<file path="config.mk">
export PLATFORM = sky130hd
export DESIGN_NAME = mips_pc_sequencer
export DESIGN_NICKNAME = d
export VERILOG_FILES = /design/src/rtl/mips_pc_sequencer.sv
export SDC_FILE = /design/constraint.sdc
export NUM_CORES = 1
export LEC_CHECK = 0
export BUFFER_PORTS_ARGS = -buffer_cell sky130_fd_sc_hd__clkbuf_2
export CELL_PAD_IN_SITES_DETAIL_PLACEMENT = 0
export CELL_PAD_IN_SITES_GLOBAL_PLACEMENT = 2
export CORE_ASPECT_RATIO = 0.8
export CORE_MARGIN = 10
export CORE_UTILIZATION = 24
export CTS_CLUSTER_DIAMETER = 80
export DETAILED_ROUTE_END_ITERATION = 8
export GPL_TIMING_DRIVEN = 0
export PLACE_DENSITY = 0.8
export SLEW_MARGIN = 20
export SYNTH_ARGS = -nofsm -noshare
export SYNTH_HDL_FRONTEND = slang
export SYNTH_SLANG_ARGS = --single-unit
</file>
<file path="constraint.sdc">
create_clock -name clk -period 2.5 [get_ports clk]
set_clock_uncertainty 0.05 [all_clocks]
set_input_delay 0.5 -clock clk [delete_from_list [all_inputs] [get_ports clk]]
set_output_delay 0.5 -clock clk [all_outputs]
set_load 0.02 [all_outputs]
</file>
<file path="src/rtl/mips_pc_sequencer.sv">
// mips_pc_sequencer: program-counter sequencer for a small MIPS core.
// It holds the instruction address, selects the next PC (jump, taken branch
// or sequential) and gates commits through core_en. A self-loop, where
// next_pc equals the current address, stops execution and sets the sticky
// spin_halt flag.
// Optional feature: define MIPS_SEQ_STEP_EN to enable single-stepping from
// HALT through the step input. When it is undefined, step is ignored and
// STEP is never entered.
//
//  state | meaning
//  ------+-------------------------------------------------------------
//  IDLE  | out of reset, waits for start, no commits
//  RUN   | one instruction commits per clock, ReadAddr follows next_pc
//  HALT  | stopped after halt_req or a self-loop, ReadAddr held
//  STEP  | commits exactly one instruction, then returns to HALT
module mips_pc_sequencer #(
   parameter int              PC_W      = 8,
   parameter logic [PC_W-1:0] RESET_VEC = 8'h00
) (
   input  logic            clk,
   input  logic            reset_n,
   input  logic            start,
   input  logic            halt_req,
   input  logic            step,
   input  logic            Branch,
   input  logic            Zero,
   input  logic [31:0]     SEImm,
   input  logic            Jump,
   input  logic [25:0]     JumpValue,
   output logic [PC_W-1:0] ReadAddr,
   output logic            core_en,
   output logic [1:0]      state,
   output logic            spin_halt,
   output logic [15:0]     instr_count
);

   typedef enum logic [1:0] {
      S_IDLE = 2'd0,
      S_RUN  = 2'd1,
      S_HALT = 2'd2,
      S_STEP = 2'd3
   } state_t;

   state_t          state_q;
   state_t          state_d;
   logic [PC_W-1:0] pc_d;
   logic [15:0]     cnt_d;
   logic            spin_d;
   logic [PC_W-1:0] next_pc;
   logic [31:0]     branch_sum;
   logic            commit;

   // The upper jump-field bits lie above the address width, and step has no
   // function when single-stepping is compiled out.
   logic unused_bits;
   assign unused_bits = ^{step, JumpValue[25:PC_W-2]};

   // Branch target is formed at full immediate width, then truncated.
   assign branch_sum = 32'(ReadAddr) + 32'd4 + (SEImm << 2);

   // Outputs are registers; commit is a pure decode of the current state.
   assign commit  = (state_q == S_RUN) || (state_q == S_STEP);
   assign core_en = commit;
   assign state   = state_q;

   // Next-PC select: jump beats a taken branch, which beats sequential.
   always_comb begin
      next_pc = ReadAddr + PC_W'(4);
      if (Jump) begin
         next_pc = {JumpValue[PC_W-3:0], 2'b00};
      end else if (Branch && Zero) begin
         next_pc = branch_sum[PC_W-1:0];
      end
   end

   // Next-state and next-datapath values; core inputs matter only on commit.
   always_comb begin
      state_d = state_q;
      pc_d    = ReadAddr;
      cnt_d   = instr_count;
      spin_d  = spin_halt;
      case (state_q)
         S_IDLE: begin
            if (start) begin
               pc_d    = RESET_VEC;
               cnt_d   = '0;
               spin_d  = 1'b0;
               state_d = S_RUN;
            end
         end
         S_RUN, S_STEP: begin
            if (instr_count != 16'hFFFF) begin
               cnt_d = instr_count + 16'd1;
            end
            if (next_pc == ReadAddr) begin
               spin_d  = 1'b1;
               state_d = S_HALT;
            end else begin
               pc_d    = next_pc;
               state_d = ((state_q == S_STEP) || halt_req) ? S_HALT : S_RUN;
            end
         end
         S_HALT: begin
            if (start && !halt_req) begin
               spin_d  = 1'b0;
               state_d = S_RUN;
            end
`ifdef MIPS_SEQ_STEP_EN
            else if (step && !start) begin
               state_d = S_STEP;
            end
`endif
         end
         default: state_d = S_IDLE;
      endcase
   end

   // State and datapath registers, forced to reset values asynchronously.
   always_ff @(posedge clk or negedge reset_n) begin
      if (!reset_n) begin
         state_q     <= S_IDLE;
         ReadAddr    <= RESET_VEC;
         instr_count <= '0;
         spin_halt   <= 1'b0;
      end else begin
         state_q     <= state_d;
         ReadAddr    <= pc_d;
         instr_count <= cnt_d;
         spin_halt   <= spin_d;
      end
   end

endmodule

</file>
==> metrics.log, run 1 <==
INFO  metric mappedNetlistArea = 2031 sq um
INFO  metric track_usage = 9.193%
INFO  metric synth_cell_types = 51
INFO  metric grt_setup_unrepaired = true
INFO  metric crit_path_start_kind = flop
INFO  metric static-leakage-power = 1.199 nW
INFO  metric fmax_achieved = 0.3592 GHz
INFO  metric die_width = 122.8 um
INFO  metric die_area = 12,560 sq um
INFO  metric placed_area = 2440 sq um
INFO  metric number_of_synthesized_register_bits = 27
INFO  metric intPower = 1.309 mW
INFO  metric cell_family_with_most_cp_delay = adder cells
INFO  metric number_of_antenna_repair_diodes = 0
INFO  metric seq_area = 678.2 sq um
INFO  metric fp.dieH = 102.3 um
INFO  metric wire_length_of_the_first_global_routing_pass = 9315 um
INFO  metric half_perimeter_wire_length_of_the_detailed_placement_result = 4503 um
INFO  metric postRouteWirelength = 5827 um
INFO  metric postSynthCellCount = 221
INFO  metric worstSetupEndpointType = flop
INFO  metric place.gp.congestion = 0.8317
INFO  metric ys.warnings.count = 0
INFO  metric layout-drive-gt1-share = 30.80%
INFO  metric crit_slowest_cell = fa_2
INFO  metric synth_largest_area_cell = dfrtp_1
INFO  metric crit_path_max_incr_delay = 0.53 ns
INFO  metric cp_num_buf_inv = 2
INFO  metric detail-route-antenna-nets = 0
INFO  metric share_of_total_power_in_the_clock_network = 11.2%
INFO  metric met3_wl = 223 um
INFO  metric worst_ep_required_time = 2.63 ns
INFO  metric io_buffer_count = 45
INFO  metric share_of_synthesized_flip_flops_with_an_asynchronous_set_or_reset = 100.0%
INFO  metric path_common_cell = ha_4
INFO  metric fillers = 860
INFO  metric cellPowerDensity = 915.4 nW/um^2
INFO  metric timing.critical_path.cells = ha_4 > ha_4 > inv_2 > fa_2 > and2b_1 > a221oi_2 > a31oi_2 > o2111ai_2 > o21ai_4 > buf_6 > o211a_1
INFO  metric drt-initial-drc-count = 108
INFO  metric initial_core_util = 25.10%
INFO  metric detail_route.vias_per_cell = 4.630
INFO  metric synth_edf_count = 0
INFO  metric wirelength_met1 = 2870 um
INFO  metric multiInputGateArea = 1330 sq um
INFO  metric synth_nets = 299
INFO  metric synth_seq_area_share = 33.27%
INFO  metric ioPinCount = 94
INFO  metric failed_checks = setup timing
INFO  metric critical_path_arrival = 2.91 ns
INFO  metric post_layout_inst_area = 2597 sq um
INFO  metric clock_latency_at_the_later_pin_of_the_worst_skew_pair = 0.28 ns
INFO  metric root_buffer = clkbuf_8
INFO  metric number_of_antenna_violations_at_the_first_check_in_global_routing = 0
INFO  metric rows = 29
INFO  metric ys.flop_type = dfrtp_1
INFO  metric htreeDepth = 1
INFO  metric first_global_vias = 1,763
INFO  metric clockBufferDepth = 2
INFO  metric slew_headroom = 51.87%
INFO  metric grt_max_degree = 28
INFO  metric vias = 1,778
INFO  metric core_area = 8092 sq um
INFO  metric finalWorstPathRequiredPeriod = 2.784 ns
INFO  metric critical_path.max_fanout = 5
INFO  metric max-cap-violations = 0
INFO  metric p_comb_share = 62.6%
INFO  metric drv_slew = 0
INFO  metric holdCritPathClass = in2async
INFO  metric syn_avg_cell_area = 9.189 sq um
INFO  metric clk_transition_reported_paths = 0.10 ns
INFO  metric route.detailed.wl_per_inst = 15.17 um
INFO  metric power.sequential.fraction = 26.2%
INFO  metric areaGrowthSynthToFinish = 27.91%
INFO  metric nNetsFinal = 355
INFO  metric ir_drop = 0.2587 mV
INFO  metric post_synth_main_area_contributors = dfrtp_1 33%, ha_1 6.8%, xor2_1 6.0%, xnor2_1 5.2%, nand2_1 4.8%
INFO  metric worst_pin_slew = 0.7220 ns
INFO  metric timing.setup.critical_path_class = reg2reg
INFO  metric worst_slack = -0.2841 ns
INFO  metric clkSinkCount = 27
INFO  metric synth.most_common_cell = dfrtp_1
INFO  metric route.top_layer_used = met4
INFO  metric setup_viol_count_final = 10
INFO  metric final-hold-violation-count = 0
INFO  metric remaining_drc_errors = 0
INFO  metric tritoncts_clock_tree = built
INFO  metric globalRouteOverflowTotal = 0
INFO  metric synthTopCellsByCount = 27 x dfrtp_1, 26 x nand2_1, 20 x nor2_1
INFO  metric met2RoutedLength = 2675 um
INFO  metric net_sw_power = 1.069 mW
INFO  metric detailedRoute.firstPassIterationCount = 4
INFO  metric postCtsHoldBufs = 0
INFO  metric dp_slack = -0.4963 ns
INFO  metric cts_buffers = 3
INFO  metric outcome = finished, violations left
INFO  metric p_sw_share = 44.96%
INFO  metric final_min_period_over_clock_period = 111.4%
INFO  metric netlist.area_leader.share = 33.27%
[flip-flops by register name, summed over array words and instances (netlist names)]
signal       flops
ReadAddr         8
state            2
spin_halt        1
instr_count     16
[power by group through the flow]
stage / Clock (mW) / Sequential (mW) / Combinational (mW)
6_report: 0.266 / 0.623 / 1.49
5_1_grt: 0.296 / 0.638 / 1.64
4_1_cts: 0.276 / 0.622 / 1.44
3_5_place_dp: 0 / 0.643 / 1.31
3_3_place_gp: 0 / 0.640 / 1.32
2_1_floorplan: 0 / 0.716 / 0.886
[routing by layer]
layer  global-route usage (%)  vias to the layer above
met3                    1.488                        4
met2                    14.22                       27
met1                    12.91                      850
li1                         -                      897
met5                        0                        -
met4                    2.441                        0
[worst paths after layout]
kind | start | to | slack [ns] | cells after the start
setup / recovery | ReadAddr[3] | ReadAddr[1] | -0.28 | 11
hold / removal | reset_n | instr_count[8] | 0.20 | 1
setup reg to reg | ReadAddr[3] | ReadAddr[1] | -0.28 | 11
hold reg to reg | ReadAddr[1] | ReadAddr[1] | 0.51 | 1
max in group asynchronous | reset_n | ReadAddr[2] | 1.69 | 1
min in group clk | halt_req | state[0] | 0.45 | 2
[metrics by stage]
| stage | power, mW | hold slack [ns] | util [%] | cells | TNS (ns) |
|---|---|---|---|---|---|
| after floorplan | 1.601 | 0.1544 | - | 221 | -0.8634 |
| after global placement | 1.956 | 0.4730 | 30.15 | 374 | -4.358 |
| after detailed placement | 1.957 | 0.4914 | 30.15 | 374 | -4.359 |
| after CTS | 2.338 | 0.2206 | 31.53 | 384 | -2.369 |
| after global routing | 2.571 | 0.2484 | 32.10 | 384 | -3.378 |
| final | 2.378 | 0.2045 | 32.10 | 384 | -2.075 |
[cells in the final DEF, fill, tap and decap left out, drive strengths merged, types with 2 or more instances in the layout]
cell type  instances
nand3b             3
inv               10
nor2              20
a22oi              2
and3               2
o211a              2
xor2              14
a21oi             12
nor3b              2
xnor2             12
nand3             11
a32oi              2
nand2b             5
nand4              5
and4               2
and2               3
o21ai              4
dfrtp             27
nand2             26
ha                11
mux2i              5
a31oi              2
clkbuf            51
a211oi             5
buf               13
nor4               2
a32o               3
[worst register-to-register path, cell delays in order (launching register included)]
cell       delay (ns)
dfrtp_2          0.46
ha_4             0.28
ha_4             0.13
inv_2            0.03
fa_2             0.53
and2b_1          0.19
a221oi_2         0.29
a31oi_2          0.15
o2111ai_2        0.12
o21ai_4          0.08
buf_6            0.17
o211a_1          0.20
[kinds of logic after synthesis]
group                      after synthesis  synth area share [%]
and+or+nand+nor                         88                 22.74
buffers and inverters                   21                 6.161
xor gates and xnor gates                27                 12.32
muxes                                    5                 2.465
DFF                                     27                 33.27
adders and majority gates               12                 7.763
AOI/OAI and AO/OA                       41                 15.28
[what timing repair did]
item | 4_1_cts | 5_1_grt
pin swaps | 8 | 9
buffers inserted | 6 | 0
endpoints found under the setup margin | 11 | 11
gates resized for setup | 4 | 7
[cell type report]
cell class | instances | share of cell area, %
Clock inverter | 1 | 0.2890
Timing Repair Buffer | 51 | 10.69
Tap cell | 108 | 5.202
Buffer | 11 | 3.276
Sequential cell | 27 | 26.11
Clock buffer | 3 | 1.590
Inverter | 10 | 1.638
Multi-Input combinational cell | 173 | 51.20
Power figures use the tool's default switching activity.
==> run 2: changes to the inputs <==
- CORE_UTILIZATION: 24 -> 26
- PLACE_DENSITY: 0.8 -> 0.82
- clock period: 2.5 -> 2.9 ns (I/O delays scaled with it)
==> run 2 against run 1 <==
Net effect: the flow now finishes without violations; sequential power is 14% lower; maximum frequency grew 0.22%; global-route usage grew 0.25 points; largest cell class unchanged.
==> metrics.log, run 2 (synthesis results as in run 1) <==
INFO  metric outcome = completed
INFO  metric core_area = 7497 sq um
INFO  metric p_sw_share = 44.67%
INFO  metric worst_r2r_path_depth = 11
INFO  metric fp.dieH = 99.05 um
INFO  metric share_of_total_power_in_the_clock_network = 11.5%
INFO  metric clock_latency_at_the_later_pin_of_the_worst_skew_pair = 0.28 ns
INFO  metric grt_use_met2 = 14.18%
INFO  metric grtUsageMet1 = 13.60%
INFO  metric design_power_total = 1.958 mW
INFO  metric ioPinCount = 94
INFO  metric die_area = 11,770 sq um
INFO  metric globalRouteOverflowTotal = 0
INFO  metric postCtsHoldBufs = 0
INFO  metric tritoncts_clock_tree = built
INFO  metric timing.setup.critical_path_class = reg2reg
INFO  metric layout-drive-gt1-share = 27.17%
INFO  metric number_of_antenna_repair_diodes = 0
INFO  metric ir_drop = 0.2697 mV
INFO  metric clockBufferDepth = 2
INFO  metric net_sw_power = 0.8746 mW
INFO  metric areaGrowthSynthToFinish = 24.40%
INFO  metric holdCritPathClass = in2async
INFO  metric fin_setup_tns = 0 ns
INFO  metric clkSinkCount = 27
INFO  metric crit_path_start_kind = flop
INFO  metric route.detailed.wl_per_inst = 14.64 um
INFO  metric post_layout_inst_area = 2526 sq um
INFO  metric track_usage = 9.445%
INFO  metric clk_transition_reported_paths = 0.10 ns
INFO  metric htreeDepth = 1
INFO  metric drt-initial-drc-count = 116
INFO  metric setup_viol_count_final = 0
INFO  metric grt-busiest-layer = met2
INFO  metric place.gp.congestion = 0.7624
INFO  metric worst_pin_slew = 1.007 ns
INFO  metric nNetsFinal = 355
INFO  metric final_min_period_over_clock_period = 95.79%
INFO  metric detail_route.vias_per_cell = 4.772
INFO  metric remaining_drc_errors = 0
INFO  metric first_global_vias = 1,791
INFO  metric finalWorstPathRequiredPeriod = 2.778 ns
INFO  metric detailedRoute.firstPassIterationCount = 4
INFO  metric grt_max_degree = 28
INFO  metric final-hold-violation-count = 0
INFO  metric number_of_antenna_violations_at_the_first_check_in_global_routing = 0
INFO  metric io_buffer_count = 45
INFO  metric largest_reg_flops = 16
INFO  metric leading_cell_type_in_the_layout_fill_and_taps_excluded = clkbuf_2
INFO  metric cts_buffers = 3
INFO  metric detail-route-antenna-nets = 0
INFO  metric static-leakage-power = 1.188 nW
INFO  metric postRouteWirelength = 5579 um
INFO  metric largest-register = instr_count
INFO  metric finish.cell_count_without_fillers = 381
INFO  metric critical_path_arrival = 2.90 ns
INFO  metric die_width = 118.8 um
INFO  metric root_buffer = clkbuf_8
INFO  metric rows = 28
INFO  metric worstSetupEndpointType = flop
INFO  metric power.sequential.fraction = 27.4%
INFO  metric placed_area = 2387 sq um
INFO  metric slew_headroom = 32.44%
INFO  metric p_comb_share = 61.2%
INFO  metric critical_path.max_fanout = 5
INFO  metric placed_cells = 371
INFO  metric mostFrequentLayoutCells = 45 x clkbuf_2, 26 x dfrtp_1, 26 x nand2_1
INFO  metric regToRegSetupSlack = 0.12 ns
INFO  metric max-cap-violations = 0
INFO  metric worst_ep_required_time = 3.02 ns
INFO  metric cellPowerDensity = 775.0 nW/um^2
INFO  metric wire_length_of_the_first_global_routing_pass = 9363 um
INFO  metric drv_slew = 0
INFO  metric half_perimeter_wire_length_of_the_detailed_placement_result = 4290 um
INFO  metric grt_setup_unrepaired = false
INFO  metric fmax_achieved = 0.3600 GHz
INFO  metric initial_core_util = 27.09%
INFO  metric intPower = 1.083 mW
INFO  metric vias = 1,818
INFO  metric met3_usage = 1.653%
==> run 2: area by class of cell <==
class,count,area [sq um]
plain buffers,10,73.82
clock buffers,3,41.29
clock inverters,1,7.507
fillers,807,4971
inverters,10,40.04
multi-input cells,173,1270
flip-flops and latches,27,676.9
well taps,105,131.4
repair buffers,52,285.3
==> run 2: path summary, 6_finish.rpt <==
path,startpoint,end
setup / recovery,ReadAddr[3],ReadAddr[0]
max in group asynchronous,reset_n,ReadAddr[3]
min in group clk,halt_req,state[0]
setup reg to reg,ReadAddr[3],ReadAddr[0]
hold reg to reg,spin_halt,spin_halt
hold / removal,reset_n,instr_count[8]
==> run 2: critical path: stages, from the launching register on <==
cell	delay, ns
dfrtp_2	0.45
ha_4	0.28
ha_4	0.12
inv_2	0.03
fa_2	0.55
and2b_1	0.20
a221oi_2	0.24
a31oi_1	0.15
o2111ai_2	0.14
o21ai_4	0.10
buf_6	0.16
o211a_1	0.20
==> run 2: through the flow <==
step           setup WS, ns  utilization, %  hold WS, ns
2_1_floorplan        0.1077               -       0.2344
3_3_place_gp        -0.2999           31.84       0.4782
3_5_place_dp        -0.3144           31.84       0.4895
4_1_cts             0.03983           33.09       0.3083
5_1_grt             0.01713           33.69       0.3296
6_report             0.1221           33.69       0.2777
==> run 2: power by group through the flow <==
stage                     Combinational (mW)  Clock, mW  Sequential [mW]
final                                   1.20      0.225            0.536
after global routing                    1.33      0.249            0.552
after CTS                               1.15      0.234            0.533
after detailed placement                1.08          0            0.551
after global placement                  1.08          0            0.547
after floorplan                        0.726          0            0.612
==> run 2: repair_timing <==
action | CTS | global route
endpoints found under the setup margin | 10 | 10
buffers inserted | 5 | 2
resized for setup | 2 | 9
pin swaps | 4 | 7
==> run 2: routing by layer <==
layer / up-vias / wire, um
li1: 902 / -
met1: 867 / 2858
met2: 45 / 2412
met3: 4 / 261
met4: 0 / 46
met5: - / 0
